### src/rtl/inst_fetch.sv
// Fetch stage: owns the PC, addresses InstMemory (1-cycle read) and buffers returned words in a 2-entry FIFO.
// Latency 2 edges from reset release or redirect to valid output; decode back-pressure stops issue once in-flight + buffered reaches 2.
module inst_fetch #(
    parameter int                ADDR_W   = 6,
    parameter int                DATA_W   = 64,
    parameter logic [ADDR_W-1:0] RESET_PC = '0
) (
    input  logic              clk,
    input  logic              rst,
    output logic [ADDR_W-1:0] mem_addr,
    input  logic [DATA_W-1:0] mem_data,
    input  logic              redirect_valid,
    input  logic [ADDR_W-1:0] redirect_addr,
    output logic              inst_valid,
    input  logic              inst_ready,
    output logic [DATA_W-1:0] inst_data,
    output logic [ADDR_W-1:0] inst_pc
);

    localparam logic [ADDR_W-1:0] PC_INC = {{(ADDR_W-1){1'b0}}, 1'b1};

    logic [ADDR_W-1:0] r_pc;
    logic [ADDR_W-1:0] r_pc_q;
    logic              r_issue_q;
    logic [1:0]        r_count;
    logic [DATA_W-1:0] r_data [2];
    logic [ADDR_W-1:0] r_epc  [2];

    logic       w_pop;
    logic       w_push;
    logic       w_issue;
    logic [2:0] w_occ;
    logic [1:0] w_cnt_post;
    logic       w_slot;

    assign inst_valid = (r_count != 2'd0);
    assign inst_data  = r_data[0];
    assign inst_pc    = r_epc[0];
    assign mem_addr   = redirect_valid ? redirect_addr : r_pc;

    assign w_pop      = inst_valid & inst_ready;
    assign w_push     = r_issue_q & ~redirect_valid;
    // Occupancy counts the read in flight, so the FIFO can never be overrun.
    assign w_occ      = {1'b0, r_count} + {2'b00, r_issue_q} - {2'b00, w_pop};
    assign w_issue    = (w_occ < 3'd2);
    assign w_cnt_post = r_count - {1'b0, w_pop};
    assign w_slot     = w_cnt_post[0];

    always_ff @(posedge clk or posedge rst) begin
        if (rst) begin
            r_pc      <= RESET_PC;
            r_pc_q    <= '0;
            r_issue_q <= 1'b0;
            r_count   <= 2'd0;
            for (int i = 0; i < 2; i++) begin
                r_data[i] <= '0;
                r_epc[i]  <= '0;
            end
        end else if (redirect_valid) begin
            r_pc      <= redirect_addr + PC_INC;
            r_pc_q    <= redirect_addr;
            r_issue_q <= 1'b1;
            r_count   <= 2'd0;
            for (int i = 0; i < 2; i++) begin
                r_data[i] <= '0;
                r_epc[i]  <= '0;
            end
        end else begin
            // Head-at-slot-0 shift FIFO; the push write after the shift takes precedence.
            if (w_pop) begin
                r_data[0] <= r_data[1];
                r_epc[0]  <= r_epc[1];
            end
            if (w_push) begin
                r_data[w_slot] <= mem_data;
                r_epc[w_slot]  <= r_pc_q;
            end
            r_count <= w_cnt_post + {1'b0, w_push};
            if (w_issue) begin
                r_pc      <= r_pc + PC_INC;
                r_pc_q    <= r_pc;
                r_issue_q <= 1'b1;
            end else begin
                r_issue_q <= 1'b0;
            end
        end
    end

endmodule

### config.mk
export PLATFORM = sky130hd
export DESIGN_NAME = inst_fetch
export DESIGN_NICKNAME = d
export VERILOG_FILES = /design/src/rtl/inst_fetch.sv
export SDC_FILE = /design/constraint.sdc
export NUM_CORES = 1
export LEC_CHECK = 0
export BUFFER_PORTS_ARGS = -buffer_cell sky130_fd_sc_hd__buf_4
export CAP_MARGIN = 20
export CORE_UTILIZATION = 55
export CTS_BUF_LIST = sky130_fd_sc_hd__clkbuf_4 sky130_fd_sc_hd__clkbuf_8
export CTS_CLUSTER_DIAMETER = 120
export CTS_CLUSTER_SIZE = 16
export DETAILED_ROUTE_END_ITERATION = 10
export GPL_TIMING_DRIVEN = 0
export MAX_ROUTING_LAYER = met4
export PLACE_DENSITY = 0.85
export SLEW_MARGIN = 20
export SYNTH_ARGS = -nofsm -noshare
export SYNTH_HDL_FRONTEND = slang
export SYNTH_SLANG_ARGS = --single-unit
export TNS_END_PERCENT = 1
### constraint.sdc
create_clock -name clk -period 8.81 [get_ports clk]
set_input_delay 1.3215 -clock clk [delete_from_list [all_inputs] [get_ports clk]]
set_output_delay 1.3215 -clock clk [all_outputs]
set_load 0.1 [all_outputs]
Word-level counts from Yosys, hierarchy flattened --
Cells that the tools add are included.
Word-level totals: register bits after elaboration 155, bits in latches 0, bits in writable memories 0, bits in read-only memories 0, input port bits 74, output and inout bits 77, logic and storage cells 47, memories 0
Cells by class: add/subtract/negate cells 6, multipliers 0, div/mod/pow operators 0, $lt $le $gt $ge 3, eq/ne operators 0, shift-type cells 0, mux-type cells 22, bitwise logic cells 4, reductions and logical operators 4
Operator list (number):
- 128-bit 2-to-1 mux | 2
- 64-bit 2-to-1 mux | 3
- 128-bit bitwise mux | 1
- 64-bit demux with 1-bit select | 1
- 6-bit 2-to-1 mux | 8
- 12-bit 2-to-1 mux | 2
- 6-bit by 1-bit adder with 6-bit output, second input constant | 2
- 12-bit bitwise mux | 1
- 6-bit demux with 1-bit select | 1
- 2-bit nonzero test | 3
- 2-bit by 1-bit adder with 3-bit output | 1
- 3-bit by 2-bit < comparator with 1-bit output, second input constant | 1
- 3-bit by 1-bit subtractor with 3-bit output | 1
- 2-bit by 1-bit adder with 2-bit output | 1
- 1-bit bitwise AND | 2
- 2-bit greater-or-equal comparator, second input constant | 1
- 2-bit by 1-bit < comparator with 1-bit output, second input constant | 1
- 1-bit 2-to-1 mux | 2
- 2-bit 2-to-1 mux | 1
- 1-bit inverter with 2-bit output | 1
- 2-bit by 1-bit subtractor with 2-bit output | 1
- 1-bit logical AND | 1
- 1-bit inverter | 1

Logic depth before layout (Yosys ltp) --
Gate-level depths: netlist of run 1.
depth in word-level cells 11, gate-level depth with buffers 9, mapped depth without buffers 8

Worst setup path after synthesis of run 1 --
Ideal clock, no wire load.
kind input to output, start point in redirect_valid, end point out mem_addr[2], data arrival time 2.200 ns, required time 7.488 ns, slack 5.288 ns, stages 3, path buffers 2, cells stage by stage buf_2 -> buf_4 -> mux2_2
Between the ends: cells in the longest elaborated chain, start to end 1
RTL lines:
- start, declared | line 12 | input logic redirect_valid,
- 6-bit 2-to-1 mux | line 39 | assign mem_addr = redirect_valid ? redirect_addr : r_pc;
- end, declared | line 10 | output logic [ADDR_W-1:0] mem_addr,
No other way between the ends.

Worst setup path after layout of run 1 --
Ends and elaborated chain as after synthesis.

==> summary.md, run 1 <==
| Metric | Value |
|---|---|
| Worst-margin pin slew | 0.805 ns |
| Vias in the first global route | 5470 |
| RSZ-0062 raised after global routing | no |
| Global-route wire length before repair | 27.6 mm |
| Crit Path Category | input port to output pin |
| Gp weighted congestion | 0.787 |
| Minimum clock period | 3.62 ns |
| HPWL after DPL | 11.5 mm |
| DIE AREA | 0.0137 mm2 |
| Via density per instance | 5.67 |
| Count of different cell masters after synthesis | 34 |
| Biggest cell delay along the critical path | 0.38 ns |
| Syn_nets | 691 |
| Crit end category | output pin |
| Clock-pin slew on the worst setup and hold paths | 0.07 ns |
| Wire per inst | 18.0 um |
| Synth Warn # | 0 |
| Drt pass-1 iters | 5 |
| PD cells | 342 mW/mm2 |
| Total global routing overflow | 0 |
| CTS tree | yes |
| Pins Over Slew Limit | 0 |
| CP arrival | 2.30 ns |
| Fmax | 276 MHz |
| Internal | 1650 uW |
| Htree depth | 4 |
| Filler cells | 931 |
| Gr usage total | 27.7% |
| IO Pins | 151 |
| Peak supply drop | 0.000237 V |
| Clock Skews | 0.00794 ns |
| Final net count | 860 |
| Horiz. Die Dim | 117 um |
| Initial antenna violation count | 0 |
| Clock sink total | 155 |
| ANT cells | 0 |
| CP bufs+invs | 3 |
| Post-CTS Hold Fix Bufs | 0 |
| Detail Route Antenna Nets | 0 |
| Worst Path Max Fanout | 10 |
| Hold violation count in the final report | 0 |
| Slowest CP cell | mux2_2 |
| IO Port Bufs | 149 |
| Comb power frac | 50.5% |
| Core ar. | 0.0127 mm2 |
| Initial Utilization | 57.1% |
| DRC | 0 |
| Non-Filler Instances | 965 |
| Post-synth EDFFs | 0 |
| Register area | 0.00388 mm2 |
| Fin crit share | 41.1% |
| Setup_tns | 0 ns |
| Ys flop type | dfrtp_1 |
| Async set-reset flop share out of synthesis | 100% |
| Relative slew margins | 46.3% |
| Num rows | 41 |
| CTS Buf Count | 17 |
| Longest Clk Path Bufs | 2 |
| Most frequent cells in the layout | buf_4, dfrtp_1, nor2_1 |
| Outcome | complete, no violations |
| Max-cap viol count | 0 |
| Sw Ratio | 46.6% |
| Count of final setup violators | 0 |
| Layout Area Growth over Synthesis | 24.5% |
| Startpoint types | input port |
| Post-cts resize count | 0 |
| Via count | 5467 |
| CP top delay family | buffers and inverters |
| CP required | 7.49 ns |
| Worst path most repeated cell | buf_4 |
| Postcts setup bufs | 0 |
| Crit-path cells | buf_2 > buf_4 > mux2_2 > buf_4 |
| HP Class | flop to flop |
| Synthesized area per cell | 11.8 um2 |
| Placed insts | 935 |
| Sw Pwr | 1440 uW |
| Pin count of the biggest net entering global routing | 86 |
| Clock Power Share | 17.9% |
| Leak | 0.00484 uW |
| DRT Wirelength | 17.3 mm |
| Synth Cell Area | 0.00726 mm2 |
| Yosys reg bits | 155 |
| Mapped Cells | 613 |
| Skew-Pair Late Insertion Delay | 0.46 ns |
| Seq/Total Area, Yosys | 53.4% |
| DR iter-0 viols | 491 |
| Reg power frac | 31.6% |
| DIE HEIGHT | 117 um |
| Area of the multi-input gates | 0.00255 mm2 |
| Commonest non-fill, non-tap cell in the layout | buf_4 |
| Fraction of layout cells with a size suffix above 1 | 38.6% |
| Root Driver | clkbuf_8 |
## worst min-delay path: cells and delay by family (launching register included)
kind | cells | cell delay (ns)
AND/OR/NAND/NOR | 1 | 0.05
flip-flops | 1 | 0.35
AO/OA/AOI/OAI | 1 | 0.06
## cells in the mapped netlist (2+ instances only)
cell type    n  area share (%)
mux2_2      13             2.0
buf_4       75             7.8
buf_2       25             1.7
nand3_1      2            0.14
a22o_1      70             8.4
o21ai_0      3            0.21
clkbuf_1    11            0.57
xnor2_1      5            0.60
a211oi_1    70             7.2
nand3b_1     2            0.21
buf_6        7             1.1
nor2_1      72             3.7
inv_1        6            0.31
ha_1         3            0.52
nand2_1      5            0.26
nor2b_1      2            0.17
a21oi_1      2            0.14
mux2i_1     70             9.6
dfrtp_1    155              53
## worst paths after layout
kind,slack [ns],cells past startpoint,to,startpoint
max,5.19,4,mem_addr[2],redirect_valid
min,0.50,2,r_pc[5]$_DFFE_PP0P_,r_pc[5]$_DFFE_PP0P_
max reg2reg,6.30,8,r_pc_q[1]$_DFFE_PP0P_,r_count[0]$_DFF_PP0_
min reg2reg,0.50,2,r_pc[5]$_DFFE_PP0P_,r_pc[5]$_DFFE_PP0P_
max in group asynchronous,7.12,3,r_data[57]$_DFFE_PP0P_,rst
min in group asynchronous,0.90,2,inst_data[14]$_DFF_PP0_,rst
## logic make-up after synthesis
family / share of synthesized area [%]
buffers and inverters: 11.5
AO/OA/AOI/OAI: 16.7
multiplexers: 11.7
XOR/XNOR: 0.724
flip-flops: 53.4
adder cells (fa/ha/maj): 0.792
AND/OR/NAND/NOR: 5.19
## state kept, by name (all words and copies together) (netlist names)
name,cells
r_pc_q,6
r_issue_q,1
r_epc,6
inst_data,64
inst_pc,6
r_count,2
r_pc,6
r_data,64
## power groups by stage
stage / logic [uW] / clock network [uW] / registers [uW]
2_1_floorplan: 1270 / 0 / 953
3_3_place_gp: 1530 / 0 / 973
3_5_place_dp: 1550 / 0 / 986
4_1_cts: 1560 / 562 / 974
5_1_grt: 1630 / 591 / 995
6_report: 1560 / 553 / 976
## metrics by stage
stage                     setup WS (ns)  hold WS, ns  utilization (%)  instance area, um2  power, uW
final                              5.19        0.497             71.1                9040       3090
after global routing               5.16        0.527             71.1                9040       3220
after CTS                          5.19        0.500             71.1                9040       3100
after detailed placement           5.20        0.482             67.9                8630       2540
after global placement             1.92        0.469             67.6                8600       2510
after floorplan                    3.31        0.446                -                7260       2220
## final cells by class
type	instances	share of cell area (%)
multi-input cells	333	28.2
clock inverters	8	1.30
repair buffers	150	12.7
well taps	172	2.38
plain buffers	119	8.98
inverters	6	0.332
clock buffers	22	3.21
flip-flops and latches	155	42.9
## routing by layer
| layer | GRT usage, % | wire length [um] | vias to the layer above |
|---|---|---|---|
| met5 | - | 0 | - |
| met4 | 12.5 | 516 | 0 |
| met3 | 5.56 | 997 | 40 |
| met2 | 42.8 | 8480 | 237 |
| met1 | 35.6 | 7340 | 2721 |
| li1 | - | - | 2469 |
(Power assumes the default switching activity.)
==> run 2: changes to the inputs <==
- clock period: 8.81 -> 3.7 ns (I/O delays scaled with it)
==> run 2 against run 1 <==
Against the previous run: register-to-register slack worse by 5.1 ns; cell count up 0.52%; clock power up 140%; count of clock-buffer cells in the layout down 1; clock skew up 0.0015 ns; sequential power up 140%; highest routed layer unchanged.
==> summary.md, run 2 (synthesis gave the netlist of run 1 again) <==
| Metric | Value |
|---|---|
| Commonest non-fill, non-tap cell in the layout | buf_4 |
| Skew-Pair Late Insertion Delay | 0.46 ns (about the same) |
| Crit Path Category | flop to flop |
| PD cells | 813 mW/mm2 (+140%) |
| Total global routing overflow | 0 (unchanged) |
| Peak supply drop | 0.000669 V (+180%) |
| Leak | 0.00486 uW (+0.47%) |
| Fin crit share | 67.9% |
| Via count | 5518 (+0.93%) |
| Crit end category | flop |
| Post-CTS Hold Fix Bufs | 0 (unchanged) |
| HPWL after DPL | 12.1 mm (+4.4%) |
| CTS Buf Count | 17 (unchanged) |
| Startpoint types | flop |
| IO Port Bufs | 149 (unchanged) |
| Filler cells | 920 (-1.2%) |
| DP Area | 0.00868 mm2 (+0.57%) |
| Layout Area Growth over Synthesis | 25.4% |
| Via density per instance | 5.69 (+0.41%) |
| Vias in the first global route | 5573 (+1.9%) |
| Drt pass-1 iters | 7 (+2) |
| Post-route cell area | 0.00911 mm2 (+0.73%) |
| Htree depth | 4 (unchanged) |
| IO Pins | 151 (unchanged) |
| Most frequent cells in the layout | buf_4, dfrtp_1, nor2_1 |
| Gr usage total | 27.9% (+0.20 points) |
| Detail Route Antenna Nets | 0 (unchanged) |
| Final WS setup | 1.19 ns (-4.00 ns) |
| Hold violation count in the final report | 0 (unchanged) |
| Final net count | 863 (+0.35%) |
| CP required | 4.05 ns (-3.44 ns) |
| Horiz. Die Dim | 117 um (unchanged) |
| Worst-margin pin slew | 0.796 ns (-0.00847 ns) |
| Length of routed met2 wiring | 8.76 mm (+3.3%) |
| Initial Utilization | 57.1% (unchanged) |
| CP arrival | 2.86 ns (+0.56 ns) |
| Worst Path Max Fanout | 10 (unchanged) |
| Longest Clk Path Bufs | 2 (unchanged) |
| Dpl ws | 1.01 ns (-4.18 ns) |
| Clock-pin slew on the worst setup and hold paths | 0.08 ns (about the same) |
| Routed met1 length | 7.46 mm (+1.6%) |
| Placed insts | 938 (+0.32%) |
| DRC | 0 (unchanged) |
| Wire per inst | 18.1 um (+0.68%) |
| Reg-to-reg setup timing slack | 1.19 ns (-5.11 ns) |
| Pins Over Slew Limit | 0 (unchanged) |
| CTS tree | yes |
| DRT Wirelength | 17.5 mm (+1.2%) |
| Met3 WL post-DR | 882 um (-12%) |
| Num rows | 41 (unchanged) |
| Pin count of the biggest net entering global routing | 37 (-57%) |
| Setup_tns | 0 ns (unchanged) |
| Post-cts resize count | 0 (unchanged) |
| Fmax | 398 MHz |
| Max-cap viol count | 0 (unchanged) |
| Clock sink total | 155 (unchanged) |
| Minimum clock period | 2.51 ns |
| Relative slew margins | 46.9% (+0.56 points) |
| Root Driver | clkbuf_8 |
| Initial antenna violation count | 0 (unchanged) |
| DR iter-0 viols | 512 (+4.3%) |
| Final Util | 71.6% (+0.52 points) |
| Clock Skews | 0.00940 ns (+0.00145 ns) |
| Fraction of layout cells with a size suffix above 1 | 39.0% (+0.38 points) |
| DIE AREA | 0.0137 mm2 (unchanged) |
| Highest routed metal layer | met4 |
| RSZ-0062 raised after global routing | no |
| Count of final setup violators | 0 (unchanged) |
| Outcome | complete, no violations |
| Gp weighted congestion | 0.820 (+4.2%) |
| Global-route wire length before repair | 28.2 mm (+2.0%) |
| HP Class | input port to async pin |
| Non-Filler Instances | 970 (+0.52%) |
| DIE HEIGHT | 117 um (unchanged) |
| Core ar. | 0.0127 mm2 (unchanged) |
| ANT cells | 0 (unchanged) |
| Postcts setup bufs | 0 (unchanged) |
run 2: cell type report:
class / count / area [um2] / area share, %
timing repair buffer: 153 / 1200 / 13.2
tap: 172 / 215 / 2.36
sequential: 155 / 3880 / 42.6
clock buffer: 21 / 283 / 3.11
multi-input combinational: 333 / 2550 / 28.0
buffer: 119 / 812 / 8.92
inverter: 6 / 26.3 / 0.289
clock inverter: 11 / 143 / 1.57
run 2: metal layers:
metal  vias to the layer above  GRT usage [%]
li1                       2475              -
met1                      2792           35.9
met2                       211           43.1
met3                        40           4.94
met4                         0           13.4
met5                         -              -
run 2: worst max-delay path, cell delays in order, from the launching register on:
cell and delay, ns:
dfrtp_1 0.39, nand3b_2 0.26, o21ai_2 0.12, nand2_1 0.10
fa_1 0.38, xnor2_1 0.15, a21oi_2 0.37, buf_2 0.29
mux2_2 0.35
run 2: worst paths after layout:
| path | from | endpoint | cells past startpoint |
|---|---|---|---|
| max | r_count[0]$_DFF_PP0_ | r_pc_q[1]$_DFFE_PP0P_ | 8 |
| min in group clk | mem_data[0] | r_data[0]$_DFFE_PP0P_ | 2 |
| max reg2reg | r_count[0]$_DFF_PP0_ | r_pc_q[1]$_DFFE_PP0P_ | 8 |
| min reg2reg | r_data[30]$_DFFE_PP0P_ | r_data[30]$_DFFE_PP0P_ | 1 |
| min | rst | inst_data[13]$_DFF_PP0_ | 2 |
| max in group asynchronous | rst | inst_data[55]$_DFF_PP0_ | 5 |
run 2: per-stage QoR:
step / total power (uW) / hold WS, ns
after floorplan: 5290 / 0.446
after global placement: 5960 / 0.485
after detailed placement: 6060 / 0.489
after CTS: 7430 / 0.203
after global routing: 7710 / 0.234
final: 7400 / 0.212
run 2: where the power goes:
part	internal, uW	switching (uW)	total [uW]
combinational	1130	2590	3720
clock	725	629	1350
sequential	2080	251	2330
total	3930	3470	7400
==> run 3: changes to the inputs <==
- CORE_UTILIZATION: 55 -> 51
- PLACE_DENSITY: 0.85 -> 0.83
- clock period: 3.7 -> 2.1 ns (I/O delays scaled with it)
==> run 3 against run 2 <==
Against the previous run: fmax is 22% higher; global-route usage is 1.6 points lower; critical endpoint is now r_pc_q[4]$_DFFE_PP0P_; non-clock buffer count is 9 higher; largest power group unchanged; core utilization is 5.1 points lower.
==> summary.md, run 3 (synthesis gave the netlist of run 1 again) <==
| Metric | Value |
|---|---|
| CP arrival | 2.40 ns (-0.46 ns) |
| Post-route cell area | 0.00923 mm2 (+1.3%) |
| PD cells | 1430 mW/mm2 (+76%) |
| Minimum clock period | 2.06 ns (-0.454 ns) |
| RSZ-0062 raised after global routing | yes |
| Clock Skews | 0.0118 ns (+0.00245 ns) |
| DRT Wirelength | 18.0 mm (+2.4%) |
| CP bufs+invs | 1 (unchanged) |
| Skew-Pair Late Insertion Delay | 0.45 ns (about the same) |
| Crit-path cells | nand3b_4 > o21ai_4 > nand2_2 > fa_2 > xnor2_2 > a21oi_4 > buf_6 > mux2_2 |
| DP Area | 0.00869 mm2 (+0.13%) |
| Pin count of the biggest net entering global routing | 37 (unchanged) |
| Fin crit share | 98.0% (+30 points) |
| Worst Setup EP | r_pc_q[4]$_DFFE_PP0P_ |
| CTS tree | yes |
| Drt pass-1 iters | 5 (-2) |
| DR iter-0 viols | 451 (-12%) |
| Longest Clk Path Bufs | 2 (unchanged) |
| Cell depth of the worst setup path | 8 (unchanged) |
| Total global routing overflow | 0 (unchanged) |
| CP top delay family | flip-flops |
| Fmax | 486 MHz (+22%) |
| Root Driver | clkbuf_8 |
| Reg2Reg Depth | 8 (unchanged) |
| Clock sink total | 155 (unchanged) |
| Vias in the first global route | 5695 (+2.2%) |
| Reg-to-reg setup timing slack | 0.04 ns (-1.15 ns) |
| IO Port Bufs | 149 (unchanged) |
| Outcome | complete, no violations |
| DIE AREA | 0.0147 mm2 (+7.7%) |
| HPWL after DPL | 12.4 mm (+2.5%) |
| Hold_sp | mem_data[15] |
| Horiz. Die Dim | 121 um (+3.8%) |
| Filler cells | 1056 (+15%) |
| Peak supply drop | 0.00115 V (+73%) |
| Via density per instance | 5.64 (-0.86%) |
| Core ar. | 0.0139 mm2 (+9.1%) |
| Area of the multi-input gates | 0.00260 mm2 (+2.0%) |
| Crit Path Category | flop to flop |
| Htree depth | 4 (unchanged) |
| ANT cells | 0 (unchanged) |
| Crit end category | flop |
| Wire per inst | 18.2 um (+0.70%) |
| Worst-margin pin slew | 0.774 ns (-0.0220 ns) |
| Register area | 0.00388 mm2 (about the same) |
| Non-Filler Instances | 986 (+1.6%) |
| HP Class | input port to flop |
| FF-to-FF Start | r_count[0]$_DFF_PP0_ |
| Final net count | 872 (+1.0%) |
| DIE HEIGHT | 121 um (+3.8%) |
| Initial Utilization | 52.3% (-4.8 points) |
| Initial antenna violation count | 0 (unchanged) |
| Placed insts | 946 (+0.85%) |
| Clock-pin slew on the worst setup and hold paths | 0.09 ns (about the same) |
| IO Pins | 151 (unchanged) |
| Biggest cell delay along the critical path | 0.40 ns (about the same) |
| Max-cap viol count | 0 (unchanged) |
| Crit path from | r_count[0]$_DFF_PP0_ |
| CP required | 2.44 ns (-1.61 ns) |
| Gp weighted congestion | 0.835 (+1.8%) |
| DRC | 0 (unchanged) |
| Gr usage total | 26.3% (-1.6 points) |
| Worst Path Max Fanout | 5 (-5) |
| Relative slew margins | 48.4% (+1.5 points) |
| Leak | 0.00494 uW (+1.7%) |
| Count of final setup violators | 0 (unchanged) |
| Commonest non-fill, non-tap cell in the layout | buf_4 |
| Hold depth | 2 |
| Pins Over Slew Limit | 0 (unchanged) |
| Hold violation count in the final report | 0 (unchanged) |
| Startpoint types | flop |
| Critical R2R Capture | r_pc_q[4]$_DFFE_PP0P_ |
| Via count | 5561 (+0.78%) |
| Global-route wire length before repair | 28.8 mm (+2.1%) |
| Fraction of layout cells with a size suffix above 1 | 40.2% (+1.2 points) |
| Num rows | 43 (+4.9%) |
| CTS Buf Count | 17 (unchanged) |
| Most frequent cells in the layout | buf_4, dfrtp_1, nor2_1 |
| Layout Area Growth over Synthesis | 27.1% |
| Slowest CP cell | dfrtp_1 |
| Detail Route Antenna Nets | 0 (unchanged) |
-- run 3: cell types whose count changed in the layout (fill, tap and decap cells not counted), sizes merged --
cell	previous run	this run
clkbuf	32	34
dlygate4sd3	0	1
clkinv	6	5
buf	261	269
clkinvlp	3	1
-- run 3: routing by layer --
layer / GRT usage (%) / part of all wire, %
met5: - / 0
met4: 10.4 / 2.1
met3: 4.18 / 4.7
met2: 42.9 / 51
met1: 33.0 / 42
-- run 3: worst min path at each step --
stage / end / slack [ns]
floorplan: r_pc[5]$_DFFE_PP0P_ / 0.45
global placement: r_pc[5]$_DFFE_PP0P_ / 0.47
detailed placement: inst_data[38]$_DFF_PP0_ / 0.44
CTS: r_data[63]$_DFFE_PP0P_ / 0.06
global route: r_data[10]$_DFFE_PP0P_ / 0.06
finish: r_data[15]$_DFFE_PP0P_ / 0.08
-- run 3: layout make-up --
cell class | count | area share, %
tap | 180 | 2.44
clock inverter | 8 | 1.29
timing repair buffer | 162 | 13.8
clock buffer | 23 | 3.09
buffer | 119 | 8.88
inverter | 6 | 0.285
multi-input combinational | 333 | 28.2
sequential | 155 | 42.0
-- run 3: metrics by stage --
| step | hold slack [ns] | power [uW] | utilization (%) | setup WS [ns] | setup TNS (ns) |
|---|---|---|---|---|---|
| 2_1_floorplan | 0.446 | 9320 | - | -0.174 | -27.16 |
| 3_3_place_gp | 0.466 | 10500 | 62.0 | -0.945 | -146.40 |
| 3_5_place_dp | 0.438 | 10700 | 62.6 | -0.445 | -2.78 |
| 4_1_cts | 0.0559 | 13100 | 66.1 | 0.0136 | 0 |
| 5_1_grt | 0.0593 | 13700 | 66.5 | -0.0257 | -0.123 |
| 6_report | 0.0791 | 13200 | 66.5 | 0.0412 | 0 |
-- run 3: what timing repair did --
action / 4_1_cts / 5_1_grt
hold buffers: 1 / 0
resized for setup: 8 / 7
endpoints found under the hold margin: 26 / 0
pin swaps: 1 / 5
setup endpoints to repair: 12 / 7
setup buffers: 3 / 5
-- run 3: report_power, final --
| part | leakage (uW) | total (uW) | switching, uW | internal, uW |
|---|---|---|---|---|
| clock network | 0.000215 | 2310 | 1050 | 1260 |
| logic | 0.00267 | 6770 | 4630 | 2140 |
| registers | 0.00206 | 4100 | 446 | 3660 |
| total | 0.00494 | 13200 | 6130 | 7050 |
